[src/rtl/aes_inv_key_expand_if.sv]
// ---------------------------------------------------------------------------
// aes_inv_key_expand_if
// Groups the request/response signals of the inverse AES-128 key schedule
// generator. Clock and reset are plain ports on the module and are not
// carried here.
//
// Signals:
//   start      - request to begin a schedule (driven by master)
//   key_in     - 128-bit seed key, word 0 in [127:96] (driven by master)
//   key_ready  - consumer accepts round_key when high (driven by master)
//   round_key  - current round key, same word order as key_in
//   round_idx  - round number of round_key, 10 down to 0
//   key_valid  - round_key/round_idx are valid
//   busy       - generator is not idle
//   done       - one-cycle pulse after round 0 has been accepted
//
// Modports:
//   master - the side that requests schedules and consumes keys
//   slave  - the key schedule generator itself
// ---------------------------------------------------------------------------
interface aes_inv_key_expand_if;

   logic         start;
   logic [127:0] key_in;
   logic         key_ready;
   logic [127:0] round_key;
   logic [3:0]   round_idx;
   logic         key_valid;
   logic         busy;
   logic         done;

   modport master (
      output start,
      output key_in,
      output key_ready,
      input  round_key,
      input  round_idx,
      input  key_valid,
      input  busy,
      input  done
   );

   modport slave (
      input  start,
      input  key_in,
      input  key_ready,
      output round_key,
      output round_idx,
      output key_valid,
      output busy,
      output done
   );

endinterface

[src/rtl/aes_inv_key_expand.sv]
// ---------------------------------------------------------------------------
// aes_inv_key_expand
// Produces the AES-128 round keys in reverse order (round 10 down to round 0)
// for a decryption datapath, one key per key_valid/key_ready handshake.
// Each step walks the key schedule backwards from the key currently shown,
// so only one 128-bit key register is needed.
//
// Ports:
//   clk    - single clock, all state updates on the rising edge
//   rst_n  - synchronous active-low reset
//   bus    - aes_inv_key_expand_if.slave (start, key_in, key_ready,
//            round_key, round_idx, key_valid, busy, done)
//
// Build option:
//   AES_INV_KEY_CIPHER_KEY_EN - when defined, key_in is the cipher key and
//   the block first runs the forward expansion for 10 cycles (PRECOMP) to
//   reach the round-10 key. When undefined, key_in already is the round-10
//   key and is presented the cycle after start.
// ---------------------------------------------------------------------------
module aes_inv_key_expand (
   input  logic                  clk,
   input  logic                  rst_n,
   aes_inv_key_expand_if.slave   bus
);

   typedef enum logic [1:0] {
      IDLE    = 2'd0,
      PRECOMP = 2'd1,
      OUT     = 2'd2
   } state_t;

   // FIPS-197 forward S-box, entry 0 is the leftmost byte.
   localparam logic [0:255][7:0] SBOX = {
      128'h637c777bf26b6fc53001672bfed7ab76,
      128'hca82c97dfa5947f0add4a2af9ca472c0,
      128'hb7fd9326363ff7cc34a5e5f171d83115,
      128'h04c723c31896059a071280e2eb27b275,
      128'h09832c1a1b6e5aa0523bd6b329e32f84,
      128'h53d100ed20fcb15b6acbbe394a4c58cf,
      128'hd0efaafb434d338545f9027f503c9fa8,
      128'h51a3408f929d38f5bcb6da2110fff3d2,
      128'hcd0c13ec5f974417c4a77e3d645d1973,
      128'h60814fdc222a908846eeb814de5e0bdb,
      128'he0323a0a4906245cc2d3ac629195e479,
      128'he7c8376d8dd54ea96c56f4ea657aae08,
      128'hba78252e1ca6b4c6e8dd741f4bbd8b8a,
      128'h703eb5664803f60e613557b986c11d9e,
      128'he1f8981169d98e949b1e87e9ce5528df,
      128'h8ca1890dbfe6426841992d0fb054bb16
   };

   state_t         state_q;
   state_t         state_d;
   logic [127:0]   round_key_q;
   logic [3:0]     round_idx_q;
   logic           done_q;

   logic [31:0]    w0, w1, w2, w3;
   logic [31:0]    inv0, inv1, inv2, inv3;
   logic [127:0]   inv_key;

   // SubWord(RotWord(w)): rotate left by one byte, then S-box every byte.
   function automatic logic [31:0] sub_rot(input logic [31:0] w);
      logic [31:0] r;
      r = {w[23:0], w[31:24]};
      return {SBOX[r[31:24]], SBOX[r[23:16]], SBOX[r[15:8]], SBOX[r[7:0]]};
   endfunction

   // Round constant for rounds 1..10 placed in the top byte of a word.
   function automatic logic [31:0] rcon_word(input logic [3:0] i);
      logic [7:0] rc;
      case (i)
         4'd1:    rc = 8'h01;
         4'd2:    rc = 8'h02;
         4'd3:    rc = 8'h04;
         4'd4:    rc = 8'h08;
         4'd5:    rc = 8'h10;
         4'd6:    rc = 8'h20;
         4'd7:    rc = 8'h40;
         4'd8:    rc = 8'h80;
         4'd9:    rc = 8'h1b;
         4'd10:   rc = 8'h36;
         default: rc = 8'h00;
      endcase
      return {rc, 24'h000000};
   endfunction

   assign w0 = round_key_q[127:96];
   assign w1 = round_key_q[95:64];
   assign w2 = round_key_q[63:32];
   assign w3 = round_key_q[31:0];

   // Inverse schedule step: undo the forward XOR chain from the top word
   // down, then recover word 0 using the already-recovered previous word 3.
   assign inv3    = w3 ^ w2;
   assign inv2    = w2 ^ w1;
   assign inv1    = w1 ^ w0;
   assign inv0    = w0 ^ sub_rot(inv3) ^ rcon_word(round_idx_q);
   assign inv_key = {inv0, inv1, inv2, inv3};

`ifdef AES_INV_KEY_CIPHER_KEY_EN
   logic [31:0]    fwd0, fwd1, fwd2, fwd3;
   logic [127:0]   fwd_key;

   // Forward schedule step used while walking from the cipher key up to
   // round 10; round_idx_q holds the round of the key currently stored.
   assign fwd0    = w0 ^ sub_rot(w3) ^ rcon_word(round_idx_q + 4'd1);
   assign fwd1    = w1 ^ fwd0;
   assign fwd2    = w2 ^ fwd1;
   assign fwd3    = w3 ^ fwd2;
   assign fwd_key = {fwd0, fwd1, fwd2, fwd3};
`endif

   // State register. Reset wins over anything else sampled on the same edge,
   // which also drops a start that coincides with reset.
   always_ff @(posedge clk) begin
      if (!rst_n) begin
         state_q <= IDLE;
      end else begin
         state_q <= state_d;
      end
   end

   // Next-state logic. start is only looked at in IDLE, so a start pulse in
   // the middle of a schedule has no effect. PRECOMP leaves after the step
   // that produces round 10 (stored round 9 -> 10).
   always_comb begin
      state_d = state_q;
      case (state_q)
         IDLE: begin
            if (bus.start) begin
`ifdef AES_INV_KEY_CIPHER_KEY_EN
               state_d = PRECOMP;
`else
               state_d = OUT;
`endif
            end
         end
         PRECOMP: begin
            if (round_idx_q == 4'd9) begin
               state_d = OUT;
            end
         end
         OUT: begin
            if (bus.key_ready && (round_idx_q == 4'd0)) begin
               state_d = IDLE;
            end
         end
         default: state_d = IDLE;
      endcase
   end

   // Key datapath and done pulse. The key register only moves on a
   // handshake in OUT, so a stalled consumer sees a frozen key and index.
   // After round 0 is accepted the key is left untouched so the final key
   // stays visible while idle.
   always_ff @(posedge clk) begin
      if (!rst_n) begin
         round_key_q <= '0;
         round_idx_q <= 4'd0;
         done_q      <= 1'b0;
      end else begin
         done_q <= 1'b0;
         case (state_q)
            IDLE: begin
               if (bus.start) begin
                  round_key_q <= bus.key_in;
`ifdef AES_INV_KEY_CIPHER_KEY_EN
                  round_idx_q <= 4'd0;
`else
                  round_idx_q <= 4'd10;
`endif
               end
            end
`ifdef AES_INV_KEY_CIPHER_KEY_EN
            PRECOMP: begin
               round_key_q <= fwd_key;
               round_idx_q <= round_idx_q + 4'd1;
            end
`endif
            OUT: begin
               if (bus.key_ready) begin
                  if (round_idx_q == 4'd0) begin
                     done_q <= 1'b1;
                  end else begin
                     round_key_q <= inv_key;
                     round_idx_q <= round_idx_q - 4'd1;
                  end
               end
            end
            default: ;
         endcase
      end
   end

   assign bus.round_key = round_key_q;
   assign bus.round_idx = round_idx_q;
   assign bus.key_valid = (state_q == OUT);
   assign bus.busy      = (state_q != IDLE);
   assign bus.done      = done_q;

endmodule

[src/flat_wrapper.sv]
// flat-port wrapper written by rule: the top's interface ports become plain ports
module aes_inv_key_expand_flat 
  (clk, rst_n, bus_start, bus_key_in, bus_key_ready, bus_round_key, bus_round_idx, bus_key_valid, bus_busy, bus_done);
  aes_inv_key_expand_if bus_i ();
  input  logic clk;
  input  logic rst_n;
  input wire logic [$bits(bus_i.start)-1:0] bus_start;
  input wire logic [$bits(bus_i.key_in)-1:0] bus_key_in;
  input wire logic [$bits(bus_i.key_ready)-1:0] bus_key_ready;
  output wire logic [$bits(bus_i.round_key)-1:0] bus_round_key;
  output wire logic [$bits(bus_i.round_idx)-1:0] bus_round_idx;
  output wire logic [$bits(bus_i.key_valid)-1:0] bus_key_valid;
  output wire logic [$bits(bus_i.busy)-1:0] bus_busy;
  output wire logic [$bits(bus_i.done)-1:0] bus_done;
  assign bus_i.start = bus_start;
  assign bus_i.key_in = bus_key_in;
  assign bus_i.key_ready = bus_key_ready;
  assign bus_round_key = bus_i.round_key;
  assign bus_round_idx = bus_i.round_idx;
  assign bus_key_valid = bus_i.key_valid;
  assign bus_busy = bus_i.busy;
  assign bus_done = bus_i.done;
  aes_inv_key_expand u_core (.clk(clk), .rst_n(rst_n), .bus(bus_i));
endmodule
[config.mk]
export PLATFORM = sky130hd
export DESIGN_NAME = aes_inv_key_expand_flat
export DESIGN_NICKNAME = d
export VERILOG_FILES = /design/src/rtl/aes_inv_key_expand_if.sv /design/src/rtl/aes_inv_key_expand.sv /design/src/flat_wrapper.sv
export SDC_FILE = /design/constraint.sdc
export NUM_CORES = 1
export LEC_CHECK = 0
export CAP_MARGIN = 20
export CELL_PAD_IN_SITES_DETAIL_PLACEMENT = 1
export CELL_PAD_IN_SITES_GLOBAL_PLACEMENT = 2
export CORE_MARGIN = 2
export CORE_UTILIZATION = 29
export DETAILED_ROUTE_END_ITERATION = 6
export PLACE_DENSITY = 0.78
export SETUP_SLACK_MARGIN = 0.02
export SYNTH_ARGS = -nofsm -noshare
export SYNTH_HDL_FRONTEND = slang
export SYNTH_SLANG_ARGS = --single-unit
export TNS_END_PERCENT = 1
[constraint.sdc]
create_clock -name clk -period 3.9 [get_ports clk]
set_clock_uncertainty 0.05 [all_clocks]
set_input_delay 0.78 -clock clk [delete_from_list [all_inputs] [get_ports clk]]
set_output_delay 0.78 -clock clk [all_outputs]
set_load 0.02 [all_outputs]
Word-level counts from Yosys, hierarchy flattened
Memories as Yosys holds them, arrays and structs flattened. A register that Yosys moved wholly into a read port is not among the register bits.
Index checks and enable logic that the tools add are counted.
{ "totals": {"n_memories": 5, "register_bits": 135, "romBits": 8320, "word_cells": 62, "in_bits": 132, "output_inout_bits": 135} }
{ "classes": {"bitwise": 9, "mux": 23, "eq_ne": 8, "add_sub_neg": 1, "order_cmp": 4, "n_reduce_logical": 8} }
{ "mem_list": {"columns": ["name", "words", "word_bits", "rd", "rd_ports_with_merged_regs", "write_ports", "line_no", "text"], "rows": [
  ["(no name shown)", 256, 8, 1, 0, 0, "aes_inv_key_expand.sv:66", "return {SBOX[r[31:24]], SBOX[r[23:16]], SBOX[r[15:8]], SBOX[r[7:0]]};"],
  ["(no name shown)", 256, 8, 1, 0, 0, "aes_inv_key_expand.sv:66", null],
  ["(no name shown)", 256, 8, 1, 0, 0, "aes_inv_key_expand.sv:66", null],
  ["(no name shown)", 256, 8, 1, 0, 0, "aes_inv_key_expand.sv:66", null],
  ["(no name shown)", 16, 8, 1, 1, 0, "aes_inv_key_expand.sv:72", "case (i)"]
]} }
{ "ops": {"columns": ["op", "n"], "rows": [
  ["128-bit two-way mux", 3],
  ["128-bit one-hot mux with 2 select lines", 1],
  ["32-bit XOR", 5],
  ["8-bit two-way mux", 8],
  ["9-bit greater-or-equal comparator (second input constant)", 4],
  ["8-bit inverter with 9-bit output", 4],
  ["4-bit two-way mux", 5],
  ["4-bit one-hot mux with 2 select lines", 1],
  ["2-bit two-way mux", 3],
  ["2-bit != test (second input constant)", 3],
  ["2-bit one-hot mux with 3 select lines", 1],
  ["3-bit AND reduction", 2],
  ["4-bit equality test (second input constant)", 1],
  ["4-bit zero test", 1],
  ["2-bit by 1-bit != test with 1-bit output (second input constant)", 2],
  ["4-bit AND reduction", 1],
  ["2-bit nonzero test", 2],
  ["4-bit by 1-bit subtractor with 4-bit output (second input constant)", 1],
  ["2-bit by 1-bit equality test with 1-bit output (second input constant)", 1],
  ["2-bit equality test (second input constant)", 1],
  ["2-bit zero test", 1],
  ["1-bit logical AND", 1],
  ["1-bit two-way mux", 1]
]} }

Logic depth before layout (Yosys ltp)
{ "depth": {"ltp_word": 10, "mapped_depth": 15, "ltp_nobuf": 12} }

Worst setup path after synthesis
Ideal clock, no wire load.
{ "synth_path": {"path_type": "register to register", "start": "reg u_core.round_key_q[33] (netlist: u_core.bus.round_key[33])", "end": "reg u_core.round_key_q[106] (netlist: u_core.bus.round_key[106])", "n_path_buf": 3, "required_ns": 3.718, "path_stages_with_launch": 13, "arrival_ns": 3.680, "setup_ns": 0.132, "slack_ns": 0.038, "period_less_slack_ns": 3.862, "cell_sequence": "dfxtp_1 -> xor2_1 -> clkbuf_1 -> buf_1 -> ha_1 -> buf_2 -> mux4_2 -> a221o_1 -> a32o_1 -> o211ai_1 -> mux2_2 -> a22oi_1 -> a21oi_1"} }
{ "synth_between": {"elab_chain_len": 10} }
{ "synth_rtl": {"columns": ["item", "line_no", "text"], "rows": [
  ["start: declaration", "aes_inv_key_expand.sv:54", "logic [127:0] round_key_q;"],
  ["start signal: assignment", "aes_inv_key_expand.sv:167", "round_key_q <= bus.key_in;"],
  ["start signal: assignment", "aes_inv_key_expand.sv:186", "round_key_q <= inv_key;"],
  ["32-bit XOR", "aes_inv_key_expand.sv:95", "assign inv3 = w3 ^ w2;"],
  ["8-bit inverter with 9-bit output (implied by the code)", "aes_inv_key_expand.sv:66", null],
  ["memory 256 x 8 bit", null, null],
  ["8-bit two-way mux (implied by the code) (2 in series)", "aes_inv_key_expand.sv:66", null],
  ["32-bit XOR (2 in series)", "aes_inv_key_expand.sv:98", "assign inv0 = w0 ^ sub_rot(inv3) ^ rcon_word(round_idx_q);"],
  ["128-bit two-way mux", "aes_inv_key_expand.sv:183", "if (round_idx_q == 4'd0) begin"],
  ["128-bit two-way mux", "aes_inv_key_expand.sv:182", "if (bus.key_ready) begin"],
  ["128-bit one-hot mux with 2 select lines", "aes_inv_key_expand.sv:164", "case (state_q)"]
]} }
Every way passes these cells. The select of a mux whose other input is x is not followed.
A chain may end at the register's enable or synchronous reset.

Worst setup path in the final report
{ "layout_path": {"start": "reg u_core.round_key_q[18] (netlist: u_core.bus.round_key[18])", "end": "reg u_core.round_key_q[121] (netlist: u_core.bus.round_key[121])"} }
Same word-level chain as after synthesis.

==> key figures <==
Run status
  – Run status: finished clean

Logic synthesis
  – Synth area leaders: dfxtp_1, a21oi_1, nand2_1
  – Synth area leader: dfxtp_1
  – Syn Area/Cell: 6.54 sq um
  – Unique masters post-synth: 82
  – Sequential-to-total area share from yosys stat: 13.8%
  – Post-synth top area share: 13.8%
  – Post-synth ARST share: 0%
  – Yosys reg bits: 142
  – Ys flop type: dfxtp_1
  – Synth Instances: 3157
  – Post-synth EDFFs: 0
  – Synth Net Count: 3347
  – Netlist area before placement: 20700 sq um
  – Ys Warns: 0

Floorplanning
  – DIE AREA: 73400 sq um
  – Die Y: 271 microns
  – Die X: 271 microns
  – Row count: 97
  – Core area: 70300 sq um
  – I/O pins: 267
  – Starting Density: 29.4%

Routing
  – DRT Pass-1 Iters: 6
  – Avg WL per Cell: 31.6 microns
  – DRT iter0 DRCs: 3786
  – Routed wire length: 138000 microns
  – Via count: 29255
  – Vias per std cell: 6.68
  – Detail Route Antenna Nets: 0
  – # DRC: 0

STA
  – Fin. Hold Viols: 0
  – Max-Slew Margin vs Limit: 30.5%
  – Total negative slack: 0 ns
  – Worst-Margin Slew: 1.04 ns
  – Setup violations, final: 0
  – Tcrit/Tclk final: 99.2%
  – Clock period minus worst slack: 3.87 ns
  – Slew Viols, Final: 0
  – F_max: 0.258 GHz
  – Unrepaired setup endpoints after global routing: true

CTS
  – Clk Latency, worst-skew pair: 0.52 ns
  – CTS max path bufs: 2
  – CTS tree: yes
  – CTS clk-pin slew, worst paths: 0.08 ns
  – Root Buffer: clkbuf_16
  – CTS buffer count: 17
  – CTS Hold Bufs: 0
  – Clock sinks: 142
  – H-tree depth: 4

Final layout
  – Share of cells above drive strength 1: 13.7%
  – Syn-to-layout area delta: 30.1%
  – Fillers: 8784
  – Final #Nets: 3611
  – Area of the multi-input gates: 16500 sq um
  – Finished layout cell area: 26900 sq um
  – Sequential Area: 2850 sq um

Power
  – Sw Share: 54.0%
  – Lkg Pwr: 9.69 nW
  – Pint: 6.05 mW
  – Final Total Pwr: 13.2 mW
  – Share of power burned in registers: 14.3%
  – Sw power: 7.11 mW
  – Clock network power share: 15.0%
  – Max rail drop VDD: 0.277 mV
  – Logic gate share of total power: 70.7%
  – Pwr dens: 490 nW/um^2

Min path
  – HP Class: reg -> reg

Placement
  – GP Congestion: 1.03
  – Placed cell area: 26200 sq um
  – DP HPWL: 102000 microns
  – Port Buffers: 266

GRT
  – Vias in the first global route: 28874
  – GRT overflow: 0
  – Initial antenna violation count: 8
  – Total GRT Usage: 36.3%
  – Largest net degree at the start of global routing: 161
  – Global-route wire length before repair: 203000 microns

Critical path
  – Worst Path Required: 4.23 ns
  – CP Launch Type: flop
  – WP data arrival: 4.20 ns
  – CP Class: reg -> reg
  – Worst-path maximum fanout: 21
  – CP endpoint kind: flop

Job
  – MaxCap Viol Count: 0
[layout by cell type (no fill, tap or decap), types with 39 or more instances in the layout]
cell,count
o311ai_0,57
a311oi_1,43
a211oi_1,48
mux2i_1,64
nor2_1,293
a31oi_1,52
nand3_1,108
clkdlybuf4s50_1,265
o21ai_0,202
dfxtp_1,141
inv_1,39
a21oi_1,468
buf_4,313
ha_1,58
nor3_1,80
nand2_1,427
o211ai_1,89
o22ai_1,45
o221ai_1,43
[per-stage QoR]
stage	setup WS (ns)	hold slack [ns]	utilization, %	instances
5_1_grt	0.00782	0.498	38.2	4377
3_5_place_dp	0.120	0.435	37.3	4342
2_1_floorplan	0.0380	0.503	-	3157
4_1_cts	0.110	0.450	38.2	4374
3_3_place_gp	0.124	0.421	37.3	4342
6_report	0.0303	0.452	38.2	4378
[layout make-up]
class | count | share of cell area, %
multi-input cells | 2607 | 61.5
repair buffers | 601 | 20.3
flip-flops and latches | 142 | 10.6
well taps | 940 | 4.38
clock buffers | 19 | 1.69
clock inverters | 13 | 0.750
inverters | 52 | 0.736
diodes | 4 | 0.0373
[cells in the mapped netlist (13+ instances only)]
library cell    n
dfxtp_1       142
o22ai_1        45
o31ai_1        15
a22oi_1        15
mux4_2         31
nand2_1       428
and3_1         22
a211oi_1       48
nor3_1         80
o311a_1        13
a31oi_1        52
mux2i_1        64
ha_1           58
nor2b_1        16
o2111ai_1      18
xnor2_1        38
nor2_1        296
a221oi_1       34
o221ai_1       43
o21ai_0       202
buf_1          34
a21oi_1       468
nor3b_1        14
o211ai_1       89
nand4_1        17
a32oi_1        15
clkbuf_1      213
o311ai_0       57
nand3_1       108
nor4_1         19
inv_1          40
or3_1          22
xor2_1         30
a221o_1        16
a311oi_1       43
buf_2          93
o32ai_1        13
buf_4          15
[final timing paths]
kind / startpoint / to / slack (ns) / cells past startpoint
worst max-delay path: u_core.bus.round_key[18] / u_core.bus.round_key[121] / 0.03 / 10
worst min-delay path: u_core.bus.round_key[25] / u_core.bus.round_key[25] / 0.45 / 2
worst max register to register: u_core.bus.round_key[18] / u_core.bus.round_key[121] / 0.03 / 10
worst min register to register: u_core.bus.round_key[25] / u_core.bus.round_key[25] / 0.45 / 2
[timing repair]
| action | CTS | global route |
|---|---|---|
| resized for setup | 0 | 1 |
| endpoints found under the setup margin | 0 | 3 |
| setup buffers | 0 | 0 |
[sequential cells by signal, indices dropped and copies added (netlist names), named ones only]
signal                cells
u_core.bus.round_key    128
u_core.bus.round_idx      4
u_core.bus.done           1
u_core.state_q            1
[metal layers]
metal / wire length [microns] / vias to the layer above / part of all wire, % / track usage (%)
li1: - / 12457 / - / -
met1: 58600 / 14628 / 42 / 49.2
met2: 59900 / 1780 / 43 / 55.8
met3: 12600 / 386 / 9.1 / 6.55
met4: 7010 / 4 / 5.1 / 16.6
met5: 27 / - / 0.020 / 0
[worst max-delay path, stage by stage (launching register included)]
cell,delay [ns]
dfxtp_1,0.57
xor2_4,0.66
buf_12,0.26
nand2_1,0.25
and3_1,0.30
o311ai_0,0.66
a32o_1,0.31
o21ai_0,0.12
xnor2_1,0.25
mux2i_1,0.22
a21oi_1,0.08
[power groups by stage]
| stage | combinational (mW) | sequential (mW) | clock [mW] |
|---|---|---|---|
| CTS | 8.99 | 1.88 | 2.02 |
| global placement | 8.99 | 1.90 | 0 |
| finish | 9.30 | 1.88 | 1.97 |
| global route | 9.71 | 1.90 | 2.07 |
| detailed placement | 8.95 | 1.91 | 0 |
| floorplan | 4.90 | 1.91 | 0 |
[cell families after synthesis]
| family | count (synthesis) | share of synthesized area [%] |
|---|---|---|
| adders and majority gates | 58 | 3.51 |
| DFF | 142 | 13.8 |
| and+or+nand+nor | 1061 | 22.5 |
| xor gates and xnor gates | 78 | 3.73 |
| AOI/OAI and AO/OA | 1309 | 41.4 |
| muxes | 101 | 6.81 |
| buffers and inverters | 408 | 8.29 |
(Power assumes the default switching activity.)
